## src/rtl/ps2_host_tx_pkg.sv

```systemverilog
// Shared types and constants for the PS/2 host-side transmitter.
package ps2_host_tx_pkg;

    typedef enum logic [2:0] {
        StIdle,
        StInhibit,
        StWaitDev,
        StData,
        StWaitIdle,
        StError
    } ps2_tx_state_t;

    localparam logic [7:0] Ps2CmdSetLeds = 8'hED;
    localparam logic [7:0] Ps2CmdReset   = 8'hFF;
    localparam logic [7:0] Ps2CmdEnable  = 8'hF4;
    localparam logic [7:0] Ps2Ack        = 8'hFA;

    // Integer cycle count for a duration in microseconds; 64-bit to survive long timeouts.
    function automatic int unsigned us_to_cycles(input int unsigned freq_hz, input int unsigned us);
        return 32'((64'(freq_hz) * 64'(us)) / 64'd1_000_000);
    endfunction

endpackage

```

## src/rtl/ps2_line_filter.sv

```systemverilog
// Two-flop synchronizer plus stability filter for one PS/2 line, with a falling-edge strobe
// on the filtered level.
module ps2_line_filter
    import ps2_host_tx_pkg::*;
#(
    parameter int unsigned FilterLen = 8
) (
    input  logic clk,
    input  logic nreset,
    input  logic line,
    output logic filtered,
    output logic fall
);

    localparam int unsigned CntW = (FilterLen > 1) ? $clog2(FilterLen) : 1;

    logic [1:0]      sync_q;
    logic            filt_q, filt_d;
    logic            fall_q, fall_d;
    logic [CntW-1:0] cnt_q, cnt_d;

    // Idle bus is pulled high, so the filter comes out of reset reading 1.
    always_ff @(posedge clk or negedge nreset) begin
        if (!nreset) begin
            sync_q <= 2'b11;
            filt_q <= 1'b1;
            fall_q <= 1'b0;
            cnt_q  <= '0;
        end else begin
            sync_q <= {sync_q[0], line};
            filt_q <= filt_d;
            fall_q <= fall_d;
            cnt_q  <= cnt_d;
        end
    end

    always_comb begin
        filt_d = filt_q;
        fall_d = 1'b0;
        cnt_d  = '0;
        if (sync_q[1] != filt_q) begin
            if (cnt_q == CntW'(FilterLen - 1)) begin
                filt_d = sync_q[1];
                fall_d = filt_q;
            end else begin
                cnt_d = cnt_q + CntW'(1);
            end
        end
    end

    assign filtered = filt_q;
    assign fall     = fall_q;

endmodule

```

## src/rtl/ps2_host_tx.sv

```systemverilog
// Host-to-device PS/2 transmitter: inhibits the bus, issues a request-to-send, shifts one
// byte out on device-generated clocks and checks the device ACK.
module ps2_host_tx
    import ps2_host_tx_pkg::*;
#(
    parameter int unsigned ClkFreqHz       = 7_000_000,
    parameter int unsigned InhibitUs       = 120,
    parameter int unsigned StartTimeoutUs  = 15000,
    parameter int unsigned PacketTimeoutUs = 2000,
    parameter int unsigned FilterLen       = 8
) (
    input  logic       clk,
    input  logic       nreset,
    input  logic [7:0] tx_data,
    input  logic       tx_valid,
    output logic       tx_ready,
    output logic       tx_busy,
    output logic       tx_done,
    output logic       tx_error,
    input  logic       ps2_clk_i,
    input  logic       ps2_dat_i,
    output logic       ps2_clk_oe,
    output logic       ps2_dat_oe
);

    localparam int unsigned NInh   = us_to_cycles(ClkFreqHz, InhibitUs);
    localparam int unsigned NSt    = us_to_cycles(ClkFreqHz, StartTimeoutUs);
    localparam int unsigned NPk    = us_to_cycles(ClkFreqHz, PacketTimeoutUs);
    localparam int unsigned NMax   = (NSt > NPk) ? ((NSt > NInh) ? NSt : NInh)
                                                 : ((NPk > NInh) ? NPk : NInh);
    localparam int unsigned TimerW = $clog2(NMax + 1);

    logic clk_filt, clk_fall, dat_filt, dat_fall_unused;

    ps2_line_filter #(.FilterLen(FilterLen)) u_clk_filter (
        .clk      (clk),
        .nreset   (nreset),
        .line     (ps2_clk_i),
        .filtered (clk_filt),
        .fall     (clk_fall)
    );

    ps2_line_filter #(.FilterLen(FilterLen)) u_dat_filter (
        .clk      (clk),
        .nreset   (nreset),
        .line     (ps2_dat_i),
        .filtered (dat_filt),
        .fall     (dat_fall_unused)
    );

    ps2_tx_state_t     state_q, state_d;
    logic [TimerW-1:0] timer_q, timer_d;
    logic [9:0]        shift_q, shift_d;
    logic [3:0]        bit_q, bit_d;
    logic              dat_oe_q, dat_oe_d;

    always_ff @(posedge clk or negedge nreset) begin
        if (!nreset) begin
            state_q  <= StIdle;
            timer_q  <= '0;
            shift_q  <= '0;
            bit_q    <= '0;
            dat_oe_q <= 1'b0;
        end else begin
            state_q  <= state_d;
            timer_q  <= timer_d;
            shift_q  <= shift_d;
            bit_q    <= bit_d;
            dat_oe_q <= dat_oe_d;
        end
    end

    always_comb begin
        state_d    = state_q;
        timer_d    = timer_q + TimerW'(1);
        shift_d    = shift_q;
        bit_d      = bit_q;
        dat_oe_d   = dat_oe_q;
        tx_done    = 1'b0;
        tx_error   = 1'b0;
        tx_ready   = (state_q == StIdle);
        tx_busy    = (state_q != StIdle);
        ps2_clk_oe = (state_q == StInhibit);
        ps2_dat_oe = dat_oe_q;

        unique case (state_q)
            StIdle: begin
                timer_d  = '0;
                bit_d    = '0;
                dat_oe_d = 1'b0;
                if (tx_valid) begin
                    state_d = StInhibit;
                    shift_d = {1'b1, ~^tx_data, tx_data};
                end
            end
            StInhibit: begin
                // Start bit goes low one cycle before CLK is released.
                if (timer_q == TimerW'(NInh - 1)) begin
                    dat_oe_d = 1'b1;
                end else if (timer_q == TimerW'(NInh)) begin
                    state_d = StWaitDev;
                    timer_d = '0;
                end
            end
            StWaitDev: begin
                if (clk_fall) begin
                    state_d  = StData;
                    timer_d  = '0;
                    dat_oe_d = ~shift_q[0];
                    shift_d  = shift_q >> 1;
                    bit_d    = 4'd1;
                end else if (timer_q == TimerW'(NSt - 1)) begin
                    state_d  = StError;
                    dat_oe_d = 1'b0;
                end
            end
            StData: begin
                if (clk_fall && bit_q == 4'd10) begin
                    state_d  = dat_filt ? StError : StWaitIdle;
                    dat_oe_d = 1'b0;
                end else if (timer_q == TimerW'(NPk - 1)) begin
                    state_d  = StError;
                    dat_oe_d = 1'b0;
                end else if (clk_fall) begin
                    dat_oe_d = ~shift_q[0];
                    shift_d  = shift_q >> 1;
                    bit_d    = bit_q + 4'd1;
                end
            end
            StWaitIdle: begin
                if (clk_filt && dat_filt) begin
                    tx_done = 1'b1;
                    state_d = StIdle;
                end else if (timer_q == TimerW'(NPk - 1)) begin
                    state_d = StError;
                end
            end
            StError: begin
                tx_error = 1'b1;
                dat_oe_d = 1'b0;
                state_d  = StIdle;
            end
            default: begin
                state_d  = StIdle;
                dat_oe_d = 1'b0;
            end
        endcase
    end

endmodule

```

## config.mk

```make
export PLATFORM = sky130hd
export DESIGN_NAME = ps2_host_tx
export DESIGN_NICKNAME = d
export VERILOG_FILES = /design/src/rtl/ps2_host_tx_pkg.sv /design/src/rtl/ps2_line_filter.sv /design/src/rtl/ps2_host_tx.sv
export SDC_FILE = /design/constraint.sdc
export NUM_CORES = 1
export LEC_CHECK = 0
export ABC_AREA = 1
export CORE_MARGIN = 5
export CORE_UTILIZATION = 29
export CTS_BUF_LIST = sky130_fd_sc_hd__clkbuf_2 sky130_fd_sc_hd__clkbuf_4 sky130_fd_sc_hd__clkbuf_8
export CTS_CLUSTER_DIAMETER = 60
export DETAILED_ROUTE_END_ITERATION = 16
export PLACE_DENSITY = 0.47
export SLEW_MARGIN = 0
export SYNTH_ARGS = -nofsm -noshare
export SYNTH_HDL_FRONTEND = slang
export SYNTH_HIERARCHICAL = 1
export SYNTH_SLANG_ARGS = --single-unit
```

## constraint.sdc

```tcl
create_clock -name clk -period 1.7 [get_ports clk]
set_clock_uncertainty 0.05 [all_clocks]
set_input_delay 0.17 -clock clk [delete_from_list [all_inputs] [get_ports clk]]
set_output_delay 0.17 -clock clk [all_outputs]
set_load 0.01 [all_outputs]
```

==> results of run 1 <==
## per-layer routing
layer	wire length [um]	vias to the layer above
met2	2970	34
li1	-	1305
met3	211	10
met1	3230	1151
met4	123	0
met5	0	-
## report_power, final
group | switching, uW | internal, uW
combinational | 147 | 119
clock | 423 | 444
sequential | 48.5 | 1250
total | 619 | 1810
## final cells by class
cell class                 count  area [um2]  share of cell area, %
multi-input combinational    285        1500                   41.8
timing repair buffer          47         427                   11.9
sequential                    48        1210                   33.6
clock inverter                 3        47.5                   1.32
tap                          133         166                   4.63
inverter                      46         173                   4.80
clock buffer                   5        68.8                   1.91
## final timing paths
path                                             start                      to  slack, ns
worst min register to register  u_dat_filter/sync_q[0]  u_dat_filter/sync_q[1]       0.31
max in group asynchronous                       nreset  u_dat_filter/sync_q[1]       1.01
worst min-delay path                         ps2_dat_i  u_dat_filter/sync_q[0]       0.21
min in group asynchronous                       nreset              timer_q[7]       0.31
worst max register to register              timer_q[1]              shift_q[8]       0.07
worst max-delay path                        timer_q[1]              shift_q[8]       0.07
## flip-flops by register name (all words and copies together) (netlist names), 2 cells and up
name	flops
u_dat_filter/cnt_q	3
u_clk_filter/sync_q	2
u_dat_filter/sync_q	2
state_q	3
timer_q	17
shift_q	10
u_clk_filter/cnt_q	3
bit_q	4
## stage by stage
step           power [uW]  area [um2]  worst slack, ns  TNS [ns]  util [%]
3_3_place_gp         1580        3310           0.0155         0      34.3
6_report             2430        3600           0.0657         0      37.3
5_1_grt              2560        3600          -0.0893    -0.344      37.3
3_5_place_dp         1590        3310          -0.0264   -0.0861      34.3
4_1_cts              2470        3440          0.00742         0      35.7
2_1_floorplan        1480        2830            0.126         0         -
## cell usage in the layout (no fill, tap or decap), drive strengths merged, types with 6 or more instances in the layout
master and n:
nand2 136, nor2 51, inv 46, dfrtp 42, buf 30, nand3 19, nand4 15, o21ai 15
a21oi 14, clkdlybuf4s50 12, ha 8, xor2 7, dfstp 6, nor3 6
## what timing repair did
item | in CTS | in global routing
endpoints found under the hold margin | 42 | 0
pin swaps | 0 | 11
buffers inserted | 0 | 6
resized for setup | 9 | 26
hold buffers | 1 | 0
endpoints found under the setup margin | 15 | 23
cloned | 0 | 2
==> impl_metrics.json, run 1 <==
{
  "min_path_type": "in2reg",
  "reg2regPathDepth": 11,
  "grt_pass1_wl_mm": 11.0,
  "clkSlewWorstSetupHoldPaths_ns": 0.10,
  "tightest_slew_ns": 0.313,
  "cts_tree": "done",
  "nFillCells": 1049,
  "die_w_um": 109,
  "synthCells": 383,
  "worstSetupStartpointType": "flip-flop",
  "crit_fanout": 5,
  "rows": 36,
  "placedCellCount": 550,
  "leakagePower_uw": 0.00174,
  "drc_errors": 0,
  "post-route-period-util_pct": 96.1,
  "grt_max_degree": 49,
  "area_delta_synth_final_pct": 27.2,
  "drv_cap": 0,
  "power_density_mw_per_mm2": 675,
  "cts-root-buf": "clkbuf_8",
  "grtUsageMet2_pct": 18.3,
  "track_usage_pct": 11.6,
  "setup_viol": 0,
  "initial_core_util_pct": 29.3,
  "max_freq_mhz": 612,
  "required_ns": 1.85,
  "globalRoute.busiestLayer": "met2",
  "syn_avg_cell_area_um2": 7.38,
  "cp-end-kind": "flip-flop",
  "final-hold-violation-count": 0,
  "layout.nets": 454,
  "grt_pass1_vias": 2332,
  "clockBufferDepth": 2,
  "synth_fp_nets": 404,
  "use_met3_pct": 1.95,
  "antenna_left": 0,
  "grt.met1_usage_pct": 16.2,
  "ios": 19,
  "clock_latency_ns": 0.31,
  "vias": 2500,
  "status": "finished clean",
  "antenna_found_initial": 0,
  "post-dp-hpwl_mm": 4.77,
  "place_congestion": 0.816,
  "viasPerCell": 4.41,
  "die_h_um": 109,
  "rsz0062_at_grt": "true",
  "drt_iter0_drc": 141,
  "instances_no_fill": 567,
  "max_slew_margin_pct": 79.1,
  "cts.htree.levels": 2,
  "dr.pass1.iters": 4,
  "cts.sinks": 48,
  "slew_viol_final": 0,
  "crit_arrival_ns": 1.78,
  "ir_drop_mv": 0.408,
  "ys_warn_count": 6,
  "cts_buffers": 5,
  "die-area_mm2": 0.0118,
  "slowest_stage": "dfrtp_1",
  "slowest_delay_ns": 0.39,
  "wl_per_cell_um": 11.5,
  "fin_crit_ns": 1.63,
  "syn_area_mm2": 0.00283,
  "hold_slack_ns": 0.212,
  "portBuffers": 18,
  "crit_type": "reg2reg",
  "overflow": 0,
  "routed_wl_mm": 6.54,
  "drive_gt1_share_pct": 21.9,
  "cp_cell_sequence": "ha_2 > nand2_2 > inv_2 > nand2_2 > buf_6 > nor2_4 > nand4_1 > nand3_4 > nor2_2 > nand2_1 > nand2_1",
  "diodes": 0,
  "crit_buf_inv": 2,
  "min_path_cells": 1,
  "crit_family": "simple AND/OR/NAND/NOR gates",
  "core_mm2": 0.00964,
  "crit_cells": 11
}
No activity file was read; power rests on OpenSTA's default activity.
==> inputs of run 2 (changes only) <==
Settings changed: MAX_ROUTING_LAYER from default to met4.
==> run 2 against run 1 <==
First-iteration DRC count did not move. Worst setup slack about the same. Clock-buffer cell count unchanged. Power is essentially flat. Clock power is essentially flat. Critical path depth did not move. Combinational power barely moved. Non-clock buffer count unchanged. Sequential cell count stayed put. Final cell count unchanged. Sequential share of layout area unchanged. Largest power group unchanged.
==> impl_metrics.json, run 2 (synthesized netlist as in run 1, its figures left out) <==
{
  "setup_tns_ns": 0,
  "vias": 2496,
  "ios": 19,
  "antenna_found_initial": 0,
  "leakagePower_uw": 0.00174,
  "final-hold-violation-count": 0,
  "drt_iter0_drc": 141,
  "power_density_mw_per_mm2": 675,
  "top_regs": "timer_q (17), shift_q (10), bit_q (4)",
  "grt_pass1_vias": 2324,
  "max_freq_mhz": 612,
  "routed_wl_mm": 6.54,
  "stdcell_area_mm2": 0.00360,
  "drc_errors": 0,
  "ir_drop_mv": 0.408,
  "mostFrequentLayoutCell": "nand2_1",
  "layout.nets": 454,
  "slew_viol_final": 0,
  "status": "finished clean",
  "tightest_slew_ns": 0.313,
  "min_path_type": "in2reg",
  "fin_crit_ns": 1.63,
  "post-route-period-util_pct": 96.1,
  "max_slew_margin_pct": 79.1,
  "post-place-ws_ns": -0.0264,
  "largest_reg_flops": 17,
  "clkSlewWorstSetupHoldPaths_ns": 0.10,
  "cts.htree.levels": 2,
  "area_delta_synth_final_pct": 27.2,
  "final_cell_mix": "nand2_1, dfrtp_1, inv_1, nor2_1, buf_4",
  "initial_core_util_pct": 29.3,
  "portBuffers": 18,
  "regArea_mm2": 0.00121,
  "die_w_um": 109,
  "cts.sinks": 48,
  "largest_register": "timer_q",
  "viasPerCell": 4.40,
  "rsz0062_at_grt": "true",
  "core_mm2": 0.00964,
  "setup_viol": 0,
  "crit_fanout": 5,
  "antenna_left": 0,
  "clock_latency_ns": 0.31,
  "final_core_util_pct": 37.3,
  "place_area_mm2": 0.00331,
  "track_usage_pct": 12.0,
  "cp-end-kind": "flip-flop",
  "cts_buffers": 5,
  "clockBufferDepth": 2,
  "cts_tree": "done",
  "dr.pass1.iters": 4,
  "worstSetupStartpointType": "flip-flop",
  "placedCellCount": 550,
  "crit_arrival_ns": 1.78,
  "grt_max_degree": 49,
  "die-area_mm2": 0.0118,
  "grt_pass1_wl_mm": 11.0,
  "crit_type": "reg2reg",
  "fin_ws_ns": 0.0657,
  "multi_input_area_mm2": 0.00150,
  "cts-root-buf": "clkbuf_8",
  "drv_cap": 0,
  "nFillCells": 1049,
  "required_ns": 1.85,
  "post-dp-hpwl_mm": 4.77,
  "instances_no_fill": 567,
  "wl_per_cell_um": 11.5,
  "place_congestion": 0.828,
  "overflow": 0,
  "rows": 36,
  "die_h_um": 109,
  "diodes": 0,
  "drive_gt1_share_pct": 21.9
}
## run 2: cell counts in the layout (fill, tap and decap cells not counted)
Identical to the previous run, type by type.
## run 2: worst paths after layout
kind                                        startpoint                endpoint  cells past startpoint  slack (ns)
worst min register to register  u_dat_filter/sync_q[0]  u_dat_filter/sync_q[1]                      0        0.31
max in group asynchronous                       nreset  u_dat_filter/sync_q[1]                      3        1.01
worst max-delay path                        timer_q[1]              shift_q[8]                     11        0.07
min in group asynchronous                       nreset              timer_q[7]                      3        0.31
worst min-delay path                         ps2_dat_i  u_dat_filter/sync_q[0]                      1        0.21
worst max register to register              timer_q[1]              shift_q[8]                     11        0.07
## run 2: per-stage QoR
step / hold slack (ns) / total power (uW)
floorplan: -0.176 / 1480
global placement: 0.126 / 1580
detailed placement: 0.127 / 1590
CTS: 0.202 / 2470
global route: 0.192 / 2560
finish: 0.211 / 2430
## run 2: metal layers
metal	vias up	GRT usage (%)	wire length [um]	part of all wire (%)
met3	10	1.89	201	3.1
met2	34	18.4	2970	45
met1	1147	16.2	3250	50
li1	1305	-	-	-
met4	0	4.06	123	1.9
met5	-	-	0	0
## run 2: cell type report
class / count / share of cell area [%]
multi-input combinational: 285 / 41.8
sequential: 48 / 33.6
timing repair buffer: 47 / 11.9
inverter: 46 / 4.80
tap: 133 / 4.63
clock buffer: 5 / 1.91
clock inverter: 3 / 1.32
## run 2: power breakdown
group / leakage, uW / internal (uW) / total, uW / switching (uW)
logic: 0.00106 / 119 / 266 / 147
clock network: 0.0000583 / 444 / 866 / 423
registers: 0.000615 / 1250 / 1290 / 48.5
## run 2: timing repair
item	in CTS	in global routing
gates resized for setup	9	26
hold endpoints to repair	42	0
setup buffers	0	6
hold buffers	1	0
pin swaps	0	11
endpoints found under the setup margin	15	23
cloned	0	2
## run 2: critical path, stage by stage, from the launching register on
cell     delay, ns
dfrtp_1       0.39
ha_2          0.19
nand2_2       0.06
inv_2         0.06
nand2_2       0.06
buf_6         0.12
nor2_4        0.07
nand4_1       0.19
nand3_4       0.18
nor2_2        0.04
nand2_1       0.06
nand2_1       0.05
